`config.mk`:
```
export PLATFORM = sky130hd
export DESIGN_NAME = pll_lock_sequencer
export DESIGN_NICKNAME = d
export VERILOG_FILES = /design/src/rtl/pll_lock_sequencer.sv
export SDC_FILE = /design/constraint.sdc
export NUM_CORES = 1
export LEC_CHECK = 0
export CAP_MARGIN = 40
export CORE_UTILIZATION = 58
export DETAILED_ROUTE_END_ITERATION = 10
export MAX_ROUTING_LAYER = met4
export PLACE_DENSITY_LB_ADDON = 0.05
export SETUP_SLACK_MARGIN = 0.3
export SLEW_MARGIN = 20
export SYNTH_ARGS = -nofsm -noshare
export SYNTH_HDL_FRONTEND = slang
export SYNTH_SLANG_ARGS = --single-unit
export TNS_END_PERCENT = 50
```
`constraint.sdc`:
```
create_clock -name CLK -period 4.9 [get_ports CLK]
set_input_delay 0.49 -clock CLK [delete_from_list [all_inputs] [get_ports CLK]]
set_output_delay 0.49 -clock CLK [all_outputs]
set_load 0.005 [all_outputs]
```
`src/rtl/pll_lock_sequencer.sv`:
```
// Power-up / relock sequencer for the fabric PLL, clocked from the free-running reference.
// Times the power-down pulse, qualifies lock, retries on timeout and holds the PLL-domain reset.
//
// state      | meaning
// -----------+-------------------------------------------------------------
// IDLE       | disabled; PLL held in power-down, domain reset asserted
// POWERDOWN  | power-down pulse being timed
// WAIT_LOCK  | PLL running, waiting for synchronised lock (timeout -> retry)
// STABLE     | lock seen, checking it stays high for the stable window
// RUN        | locked and stable; READY high, domain reset released
// FAULT      | retries exhausted; PLL parked in power-down until disabled
module pll_lock_sequencer #(
  parameter int POWERDOWN_CYCLES   = 64,
  parameter int LOCK_TIMEOUT       = 65536,
  parameter int LOCK_STABLE_CYCLES = 1024,
  parameter int MAX_RETRIES        = 3,
  parameter int CNT_W              = 17
) (
  input  logic       CLK,
  input  logic       RESET,
  input  logic       ENABLE,
  input  logic       RELOCK_REQ,
  input  logic       PLL_LOCK,
  output logic       PLL_POWERDOWN_N,
  output logic       READY,
  output logic       RESET_OUT,
  output logic       FAULT,
  output logic [2:0] STATE,
  output logic [1:0] RETRY_CNT,
  output logic [7:0] LOCK_LOSS_CNT
);

  typedef enum logic [2:0] {
    ST_IDLE      = 3'd0,
    ST_POWERDOWN = 3'd1,
    ST_WAIT_LOCK = 3'd2,
    ST_STABLE    = 3'd3,
    ST_RUN       = 3'd4,
    ST_FAULT     = 3'd5
  } state_t;

  localparam logic [CNT_W-1:0] PD_LAST     = CNT_W'(POWERDOWN_CYCLES - 1);
  localparam logic [CNT_W-1:0] TIMEOUT_LAST = CNT_W'(LOCK_TIMEOUT - 1);
  localparam logic [CNT_W-1:0] STABLE_LAST = CNT_W'(LOCK_STABLE_CYCLES - 1);
  localparam logic [CNT_W-1:0] CNT_ONE     = CNT_W'(1);
  localparam logic [1:0]       RETRY_MAX   = 2'(MAX_RETRIES);

  logic             lock_meta;
  logic             lock_s;
  state_t           state_q;
  state_t           state_d;
  logic [CNT_W-1:0] cnt_q;
  logic [CNT_W-1:0] cnt_d;
  logic [1:0]       retry_q;
  logic [1:0]       retry_d;
  logic [1:0]       retry_inc;
  logic [7:0]       loss_q;
  logic [7:0]       loss_d;
  logic             pd_n_q;
  logic             pd_n_d;
  logic             ready_q;
  logic             ready_d;
  logic             reset_out_q;
  logic             reset_out_d;
  logic             fault_q;
  logic             fault_d;

  always_ff @(posedge CLK) begin
    if (RESET) begin
      lock_meta   <= 1'b0;
      lock_s      <= 1'b0;
      state_q     <= ST_IDLE;
      cnt_q       <= '0;
      retry_q     <= 2'd0;
      loss_q      <= 8'd0;
      pd_n_q      <= 1'b0;
      ready_q     <= 1'b0;
      reset_out_q <= 1'b1;
      fault_q     <= 1'b0;
    end else begin
      lock_meta   <= PLL_LOCK;
      lock_s      <= lock_meta;
      state_q     <= state_d;
      cnt_q       <= cnt_d;
      retry_q     <= retry_d;
      loss_q      <= loss_d;
      pd_n_q      <= pd_n_d;
      ready_q     <= ready_d;
      reset_out_q <= reset_out_d;
      fault_q     <= fault_d;
    end
  end

  always_comb begin
    state_d   = state_q;
    retry_d   = retry_q;
    loss_d    = loss_q;
    retry_inc = retry_q + 2'd1;

    if (!ENABLE) begin
      state_d = ST_IDLE;
    end else begin
      case (state_q)
        ST_IDLE:      state_d = ST_POWERDOWN;
        ST_POWERDOWN: if (cnt_q == PD_LAST) state_d = ST_WAIT_LOCK;
        ST_WAIT_LOCK: begin
          // lock wins over a timeout landing on the same cycle
          if (lock_s) begin
            state_d = ST_STABLE;
          end else if (cnt_q == TIMEOUT_LAST) begin
            retry_d = retry_inc;
            state_d = (retry_inc == RETRY_MAX) ? ST_FAULT : ST_POWERDOWN;
          end
        end
        ST_STABLE: begin
          if (!lock_s) state_d = ST_WAIT_LOCK;
          else if (cnt_q == STABLE_LAST) state_d = ST_RUN;
        end
        ST_RUN: begin
          if (!lock_s || RELOCK_REQ) begin
            state_d = ST_POWERDOWN;
            if (!lock_s && loss_q != 8'hFF) loss_d = loss_q + 8'd1;
          end
        end
        ST_FAULT: state_d = ST_FAULT;
        default:  state_d = ST_IDLE;
      endcase
    end

    // counter only times POWERDOWN, WAIT_LOCK and STABLE; parked at zero elsewhere
    if (state_d != state_q || state_q == ST_IDLE || state_q == ST_RUN || state_q == ST_FAULT)
      cnt_d = '0;
    else
      cnt_d = cnt_q + CNT_ONE;

    if (state_d == ST_IDLE || state_d == ST_RUN) retry_d = 2'd0;

    pd_n_d      = (state_d == ST_WAIT_LOCK) || (state_d == ST_STABLE) || (state_d == ST_RUN);
    ready_d     = (state_d == ST_RUN);
    reset_out_d = (state_d != ST_RUN);
    fault_d     = (state_d == ST_FAULT);
  end

  assign PLL_POWERDOWN_N = pd_n_q;
  assign READY           = ready_q;
  assign RESET_OUT       = reset_out_q;
  assign FAULT           = fault_q;
  assign STATE           = state_q;
  assign RETRY_CNT       = retry_q;
  assign LOCK_LOSS_CNT   = loss_q;

endmodule
```
==> results of run 1 <==
cell type report:
class | instances | share of cell area
Clock buffer | 6 | 0.0204
Clock inverter | 2 | 0.0173
Inverter | 14 | 0.0259
Multi-Input combinational cell | 143 | 0.458
Sequential cell | 36 | 0.355
Tap cell | 31 | 0.0191
Timing Repair Buffer | 21 | 0.104
layout by cell type, fill, tap and decap left out, types with 5 or more instances in the layout:
cell             count
a21oi_1              5
clkbuf_4             5
clkdlybuf4s50_1     21
dfxtp_1             36
ha_1                 5
inv_1               14
nand2_1              6
nand3_1             11
nor2_1              21
nor3_1              24
xnor2_1             18
kinds of logic after synthesis:
kind of cell / Yosys count / share of synthesized area
flops: 36 / 0.416
simple gates: 93 / 0.292
mux: 1 / 0.00578
xor+xnor: 21 / 0.106
fa+ha+maj: 5 / 0.0361
compound gates: 23 / 0.0960
buf+inv: 20 / 0.0477
report_power, final:
group	switching (mW)	internal, mW	total [mW]
Combinational	0.00943	0.00777	0.0172
Clock	0.0937	0.107	0.201
Sequential	0.00175	0.294	0.296
Total	0.105	0.409	0.513
path summary, 6_finish.rpt:
check / to / from / slack [ns] / cells after the start
min reg2reg: lock_s / lock_meta / 0.45 / 1
min: lock_s / lock_meta / 0.45 / 1
max: cnt_q[4] / cnt_q[0] / 1.96 / 10
max reg2reg: cnt_q[4] / cnt_q[0] / 1.96 / 10
registers in the layout, indices dropped and copies added, names as in the netlist, 2 cells and up:
signal and cells:
LOCK_LOSS_CNT 8, RETRY_CNT 2, STATE 3, cnt_q 17
layer usage:
metal,routed length [µm],vias up,part of all wire
met5,0,-,0
met3,198,6,0.057
li1,-,755,-
met4,52,0,0.015
met2,1660,44,0.48
met1,1560,688,0.45
cell usage after synthesis, types with 4 or more instances:
cell / number / area [µm²]
nand3_1: 11 / 55.1
nor2_1: 21 / 78.8
ha_1: 5 / 62.6
dfxtp_1: 36 / 721
clkbuf_1: 5 / 18.8
a211oi_1: 4 / 30.0
xnor2_1: 18 / 158
or3_1: 4 / 25.0
nand4_1: 4 / 25.0
nand2_1: 6 / 22.5
inv_1: 14 / 52.6
nor3_1: 24 / 120
a21oi_1: 5 / 25.0
==> flow_summary.yaml, run 1 <==
floorplan:
  die-width_um: 56.7
  core_mm2: 0.00281
  num_rows: 19
  die_y_um: 56.7
  start_util: 0.618
  die-area_mm2: 0.00321
  pin_count: 22
logic_synthesis:
  ys_seq_area_frac: 0.416
  synth-seq-cells: 36
  async_reset_ff_frac: 0
  syn-mean-instance-area_um2: 8.71
  ys.flop_type: "dfxtp_1"
  netlist_instances: 199
  synth-edff-count: 0
  synth_warnings: 0
  syn_nets: 209
  syn_area_mm2: 0.00173
  synth_cell_types: 38
timing:
  drv_slew: 0
  final-setup-viol-count: 0
  clock_skew_ns: 0.00334
  tightest_slew_ns: 0.831
  fin_crit_sh: 0.601
  finalWorstSetupSlack_ns: 1.96
  hold-worst-slack_ns: 0.451
  rsz0062_at_grt: "no"
  hold_viol: 0
  slew-limit-headroom: 0.441
  timing.fmax_mhz: 340
  setup_tns_ns: 0
  min_period_ns: 2.94
worst_setup_path:
  crit_family: "simple AND/OR/NAND/NOR gates"
  slowest_stage: "nand3_1"
  critPathBufInv: 1
  cp-end-kind: "flip-flop"
  slowest_delay_ns: 0.49
  start_kind: "flip-flop"
  critical_path_required_ns: 5.09
  arrival_ns: 3.14
  cp_max_fo: 17
  worstSetupPathType: "flip-flop to flip-flop"
  worstPathCellList: "ha_1, inv_1, or3_1, nor3_1, ha_1, o21bai_1, a2111oi_0, nor4_1, nand3_1, nor3_1"
drt:
  dr_total_vias: 1493
  viasPerCell: 5.90
  drt_iter0_drc: 92
  wire_per_inst_um: 13.7
  drtPass1Iterations: 4
  routed_wl_um: 3470
  antenna_left: 0
  route.detailed.drc: 0
cts:
  cts_tree: "yes"
  clk_pin_slew_worst_paths_ns: 0.11
  cts_made_buffers: 5
  clock-sinks: 36
  cts-root-buf: "clkbuf_4"
  htreeDepth: 2
  post_cts_buffers: 0
  postCtsHoldBufs: 0
  cts_resized: 0
  clk_latency_ns: 0.32
  cts_buffer_depth: 2
placement:
  dpl.hpwl_um: 2490
  numPortBuffers: 21
  place_inst: 245
  pre_cts_ws_ns: 1.98
  gp_congestion: 0.863
  place_area_mm2: 0.00195
global_routing:
  grt_use_met3: 0.0668
  grt_max_degree: 18
  grtUsageTotal: 0.251
  use_met2: 0.393
  grt.busiest_layer: "met2"
  grt_pass1_wl_um: 6040
  grt_pass1_vias: 1435
  grt.met1_usage: 0.300
  grt_antenna_before_repair: 0
  grt_overflow: 0
finish:
  finalNetCount: 231
  seq_area_um2: 721
  fin_cells: 253
  utilization: 0.723
  synthToLayoutAreaGrowth_pct: 17.0
  multiInputGateArea_um2: 930
  fillers: 230
  final_cell_area_mm2: 0.00203
  layout-drive-gt1-share: 0.0450
  antenna_cells: 0
power:
  power_density_mw_per_mm2: 253
  power_mw: 0.513
  peakVddDrop_uv: 206
  p_leak_nw: 0.639
outcome:
  status: "complete, no violations"
flow_run:
  max-cap-violations: 0
min_path:
  min_path_type: "flip-flop to flip-flop"
Power figures use the tool's default switching activity.
==> run 2, diff against run 1 <==
CORE_UTILIZATION = 54   (was 58)
clock period = 3.05 ns   (was 4.9 ns; I/O delays follow)
==> run 2 against run 1 <==
Net effect: critical path depth stayed put; clock power is 33% higher; largest cell class unchanged; sequential power is 60% higher.
==> flow_summary.yaml, run 2 (synthesized netlist as in run 1, its figures left out) <==
timing:
  clock_skew_ns: 0.00525
  slew-limit-headroom: 0.532
  tightest_slew_ns: 0.699
  timing.fmax_mhz: 396
  rsz0062_at_grt: "no"
  hold_viol: 0
  min_period_ns: 2.53
  fin_crit_sh: 0.829
  drv_slew: 0
  final-setup-viol-count: 0
  setup_tns_ns: 0
  hold-worst-slack_ns: 0.443
finish:
  utilization: 0.675
  final_common_cell: "dfxtp_1"
  fillers: 275
  final_cell_area_mm2: 0.00206
  layout-drive-gt1-share: 0.0714
  final_cell_mix: "35 x dfxtp_1, 23 x nor3_1, 21 x nor2_1, 21 x clkdlybuf4s50_1, 18 x xnor2_1"
  finalNetCount: 233
  antenna_cells: 0
  top_register: "cnt_q"
  synthToLayoutAreaGrowth_pct: 18.9
  largest_reg_flops: 17
placement:
  gp_congestion: 0.814
  numPortBuffers: 21
  dpl.hpwl_um: 2520
  place_area_mm2: 0.00198
cts:
  clk_pin_slew_worst_paths_ns: 0.11
  post_cts_buffers: 0
  htreeDepth: 2
  clock-sinks: 36
  cts-root-buf: "clkbuf_4"
  cts_buffer_depth: 2
  postCtsHoldBufs: 0
  clk_latency_ns: 0.34
  cts_tree: "yes"
  cts_made_buffers: 5
power:
  p_comb_frac: 0.036
  power.switching_mw: 0.176
  p_leak_nw: 0.649
  p_seq_frac: 0.616
  power_mw: 0.771
  power_density_mw_per_mm2: 374
  p_clk_frac: 0.348
  swShare: 0.228
  intPower_mw: 0.595
  peakVddDrop_uv: 258
floorplan:
  pin_count: 22
  die-width_um: 58.7
  core_mm2: 0.00305
  start_util: 0.568
  num_rows: 20
  die_y_um: 58.7
  die-area_mm2: 0.00344
worst_setup_path:
  crit_top_cell: "ha_1"
  arrival_ns: 2.77
  worstPathCellList: "ha_1, inv_1, or3_4, nor3_2, ha_1, and3b_1, and3_1, a31oi_1, a211o_1, or2_1"
  slowest_stage: "or3_4"
  slowest_delay_ns: 0.43
  worstSetupPathType: "flip-flop to flip-flop"
  start_kind: "flip-flop"
  critical_path_required_ns: 3.29
  cp_max_fo: 5
  cp-end-kind: "flip-flop"
drt:
  drtPass1Iterations: 6
  route.detailed.drc: 0
  routed_wl_um: 3500
  wire_per_inst_um: 13.1
  dr_total_vias: 1485
  antenna_left: 0
  viasPerCell: 5.54
  drt_iter0_drc: 75
min_path:
  min_path_type: "flip-flop to flip-flop"
global_routing:
  grt_pass1_wl_um: 5980
  grtUsageTotal: 0.237
  grt_pass1_vias: 1340
  grt_max_degree: 18
  grt_overflow: 0
  grt_antenna_before_repair: 0
flow_run:
  max-cap-violations: 0
outcome:
  status: "complete, no violations"
[run 2: changes by cell type in the layout (fill, tap and decap cells not counted), sizes merged]
cell    change
buf         +2
bufinv      -1
clkinv      +1
[run 2: layout make-up]
type	instances	area, µm²	area share
Timing Repair Buffer	23	229	0.111
Tap cell	44	55.1	0.0267
Clock buffer	6	51.3	0.0249
Multi-Input combinational cell	143	941	0.457
Clock inverter	2	10.0	0.00486
Sequential cell	36	722	0.350
Inverter	14	52.6	0.0255
[run 2: path summary, 6_finish.rpt]
check,start,endpoint,slack [ns],cells past startpoint
hold reg to reg,cnt_q[0],cnt_q[0],0.44,1
hold / removal,cnt_q[0],cnt_q[0],0.44,1
setup / recovery,cnt_q[1],RESET_OUT,0.52,10
setup reg to reg,cnt_q[1],RESET_OUT,0.52,10
[run 2: worst max-delay path: cells and delay by family (launching register included)]
kind	cells	cell delay [ns]
AND/OR/NAND/NOR	5	1.17
flip-flops	1	0.37
adder cells (fa/ha/maj)	2	0.39
buffers and inverters	1	0.08
AO/OA/AOI/OAI	2	0.41
[run 2: repair_timing]
item,4_1_cts,5_1_grt
setup endpoints to repair,0,23
endpoints found under the hold margin,0,0
gates resized for setup,0,5
[run 2: per-stage QoR]
step	setup slack (ns)	std cells
after floorplan	0.313	199
after global placement	0.421	260
after detailed placement	0.341	260
after CTS	0.305	268
after global routing	0.346	268
final	0.523	268
[run 2: layer usage]
metal | up-vias | routed length (µm) | track usage
met4 | 0 | 48 | 0.105
met1 | 688 | 1650 | 0.293
met5 | - | 0 | -
met3 | 5 | 142 | 0.0615
met2 | 36 | 1660 | 0.366
li1 | 756 | - | -
[run 2: power groups by stage]
stage | clock network [mW] | logic, mW | registers, mW
final | 0.268 | 0.0276 | 0.475
after global routing | 0.301 | 0.0309 | 0.476
after CTS | 0.275 | 0.0271 | 0.475
after detailed placement | 0 | 0.0271 | 0.486
after global placement | 0 | 0.0267 | 0.486
after floorplan | 0 | 0.0161 | 0.485
==> run 3, diff against run 2 <==
clock period = 2.6 ns   (was 3.05 ns; I/O delays follow)
==> run 3 against run 2 <==
Net effect: hold slack gained 0.0077 ns; total power grew 20%; sequential power grew 17%; clock power grew 20%; register-to-register slack lost 0.23 ns; critical path type unchanged.
==> flow_summary.yaml, run 3 (synthesized netlist as in run 1, its figures left out) <==
global_routing:
  grt_pass1_wl_um: 6720
  grt_antenna_before_repair: 0
  grt_pass1_vias: 1587
  grt_overflow: 0
  grt_max_degree: 18
  grtUsageTotal: 0.265
worst_setup_path:
  worstPathCellList: "and4_1, nand4_1, nor3_4, ha_2, o21bai_4, a211oi_2, a211oi_1, buf_4, a211oi_1"
  r2r_cells: 9
  start_kind: "flip-flop"
  crit_top_cell: "a211oi_1"
  cp-end-kind: "flip-flop"
  slowest_stage: "dfxtp_2"
  critical_path_required_ns: 2.87
  critPathBufInv: 1
  cp_max_fo: 5
  worstSetupPathType: "flip-flop to flip-flop"
  cp.depth: 9
  slowest_delay_ns: 0.39
  arrival_ns: 2.57
  crit_family: "compound AO/OA/AOI/OAI gates"
finish:
  antenna_cells: 0
  utilization: 0.782
  largest_reg_flops: 17
  final_cell_mix: "24 x dfxtp_1, 21 x nor3_1, 21 x clkdlybuf4s50_1, 20 x buf_4, 19 x nor2_1"
  finalNetCount: 255
  layout-drive-gt1-share: 0.264
  top_register: "cnt_q"
  synthToLayoutAreaGrowth_pct: 37.8
  final_common_cell: "dfxtp_1"
drt:
  drt_iter0_drc: 122
  wire_per_inst_um: 15.3
  route.detailed.drc: 0
  dr_total_vias: 1624
  viasPerCell: 5.60
  drtPass1Iterations: 5
  routed_wl_um: 4430
  antenna_left: 0
timing:
  min_period_ns: 2.31
  timing.fmax_mhz: 434
  slew-limit-headroom: 0.455
  drv_slew: 0
  setup_tns_ns: 0
  clock_skew_ns: 0.00779
  final-setup-viol-count: 0
  fin_crit_sh: 0.887
  rsz0062_at_grt: "yes"
  tightest_slew_ns: 0.797
  hold_viol: 0
  finalWorstSetupSlack_ns: 0.295
power:
  p_clk_frac: 0.348
  peakVddDrop_uv: 431
  power.switching_mw: 0.220
  intPower_mw: 0.702
  power_density_mw_per_mm2: 386
  power_mw: 0.922
  swShare: 0.239
  p_leak_nw: 0.796
  p_comb_frac: 0.048
  p_seq_frac: 0.604
floorplan:
  die-area_mm2: 0.00344
  die-width_um: 58.7
  num_rows: 20
  start_util: 0.568
  die_y_um: 58.7
  core_mm2: 0.00305
  pin_count: 22
flow_run:
  max-cap-violations: 0
placement:
  gp_congestion: 0.865
  dpl.hpwl_um: 2660
  numPortBuffers: 21
  pre_cts_ws_ns: 0.140
min_path:
  whs_path_depth: 1
  min_path_type: "flip-flop to flip-flop"
cts:
  cts_tree: "yes"
  clk_latency_ns: 0.35
  postCtsHoldBufs: 0
  cts_made_buffers: 5
  clock-sinks: 36
  clk_pin_slew_worst_paths_ns: 0.11
  cts-root-buf: "clkbuf_4"
  cts_buffer_depth: 2
  htreeDepth: 2
outcome:
  status: "complete, no violations"
==> run 3: changes by cell type in the layout (fill, tap and decap cells not counted), moves of 3 or more <==
cell     previous run  this run
dfxtp_1            35        24
buf_4               1        20
ha_1                5         2
dfxtp_2             1        11
==> run 3: cell type report <==
| cell class | instances | area (µm²) |
|---|---|---|
| Multi-Input combinational cell | 143 | 1070 |
| Clock buffer | 6 | 51.3 |
| Clock inverter | 2 | 10.0 |
| Timing Repair Buffer | 45 | 414 |
| Sequential cell | 36 | 738 |
| Tap cell | 44 | 55.1 |
| Inverter | 14 | 52.6 |
| Fill cell | 224 | 664 |
==> run 3: what timing repair did <==
item	4_1_cts	5_1_grt
setup buffers	12	3
endpoints found under the hold margin	0	0
resized for setup	18	18
gates cloned	0	1
pin swaps	4	5
setup endpoints to repair	23	23
==> run 3: routing by layer <==
metal,global-route usage,vias to the layer above,share of wire
met1,0.291,757,0.41
li1,-,801,-
met4,0.105,0,0.013
met5,-,-,0
met3,0.0637,8,0.049
met2,0.463,58,0.52
==> run 3: power groups by stage <==
stage / clock network, mW / logic [mW] / registers [mW]
2_1_floorplan: 0 / 0.0195 / 0.569
3_3_place_gp: 0 / 0.0350 / 0.570
3_5_place_dp: 0 / 0.0356 / 0.570
4_1_cts: 0.325 / 0.0373 / 0.556
5_1_grt: 0.354 / 0.0467 / 0.558
6_report: 0.321 / 0.0441 / 0.557
==> run 3: per-stage QoR <==
stage | hold slack, ns | cell area [µm²] | std cells
2_1_floorplan | 0.388 | 1770 | 199
3_3_place_gp | 0.424 | 2070 | 266
3_5_place_dp | 0.426 | 2070 | 266
4_1_cts | 0.454 | 2280 | 286
5_1_grt | 0.464 | 2390 | 290
6_report | 0.451 | 2390 | 290
==> run 3: worst paths after layout <==
check	start	to	slack (ns)
setup / recovery	cnt_q[11]	RETRY_CNT[0]	0.29
hold / removal	lock_meta	lock_s	0.45
setup reg to reg	cnt_q[11]	RETRY_CNT[0]	0.29
hold reg to reg	lock_meta	lock_s	0.45
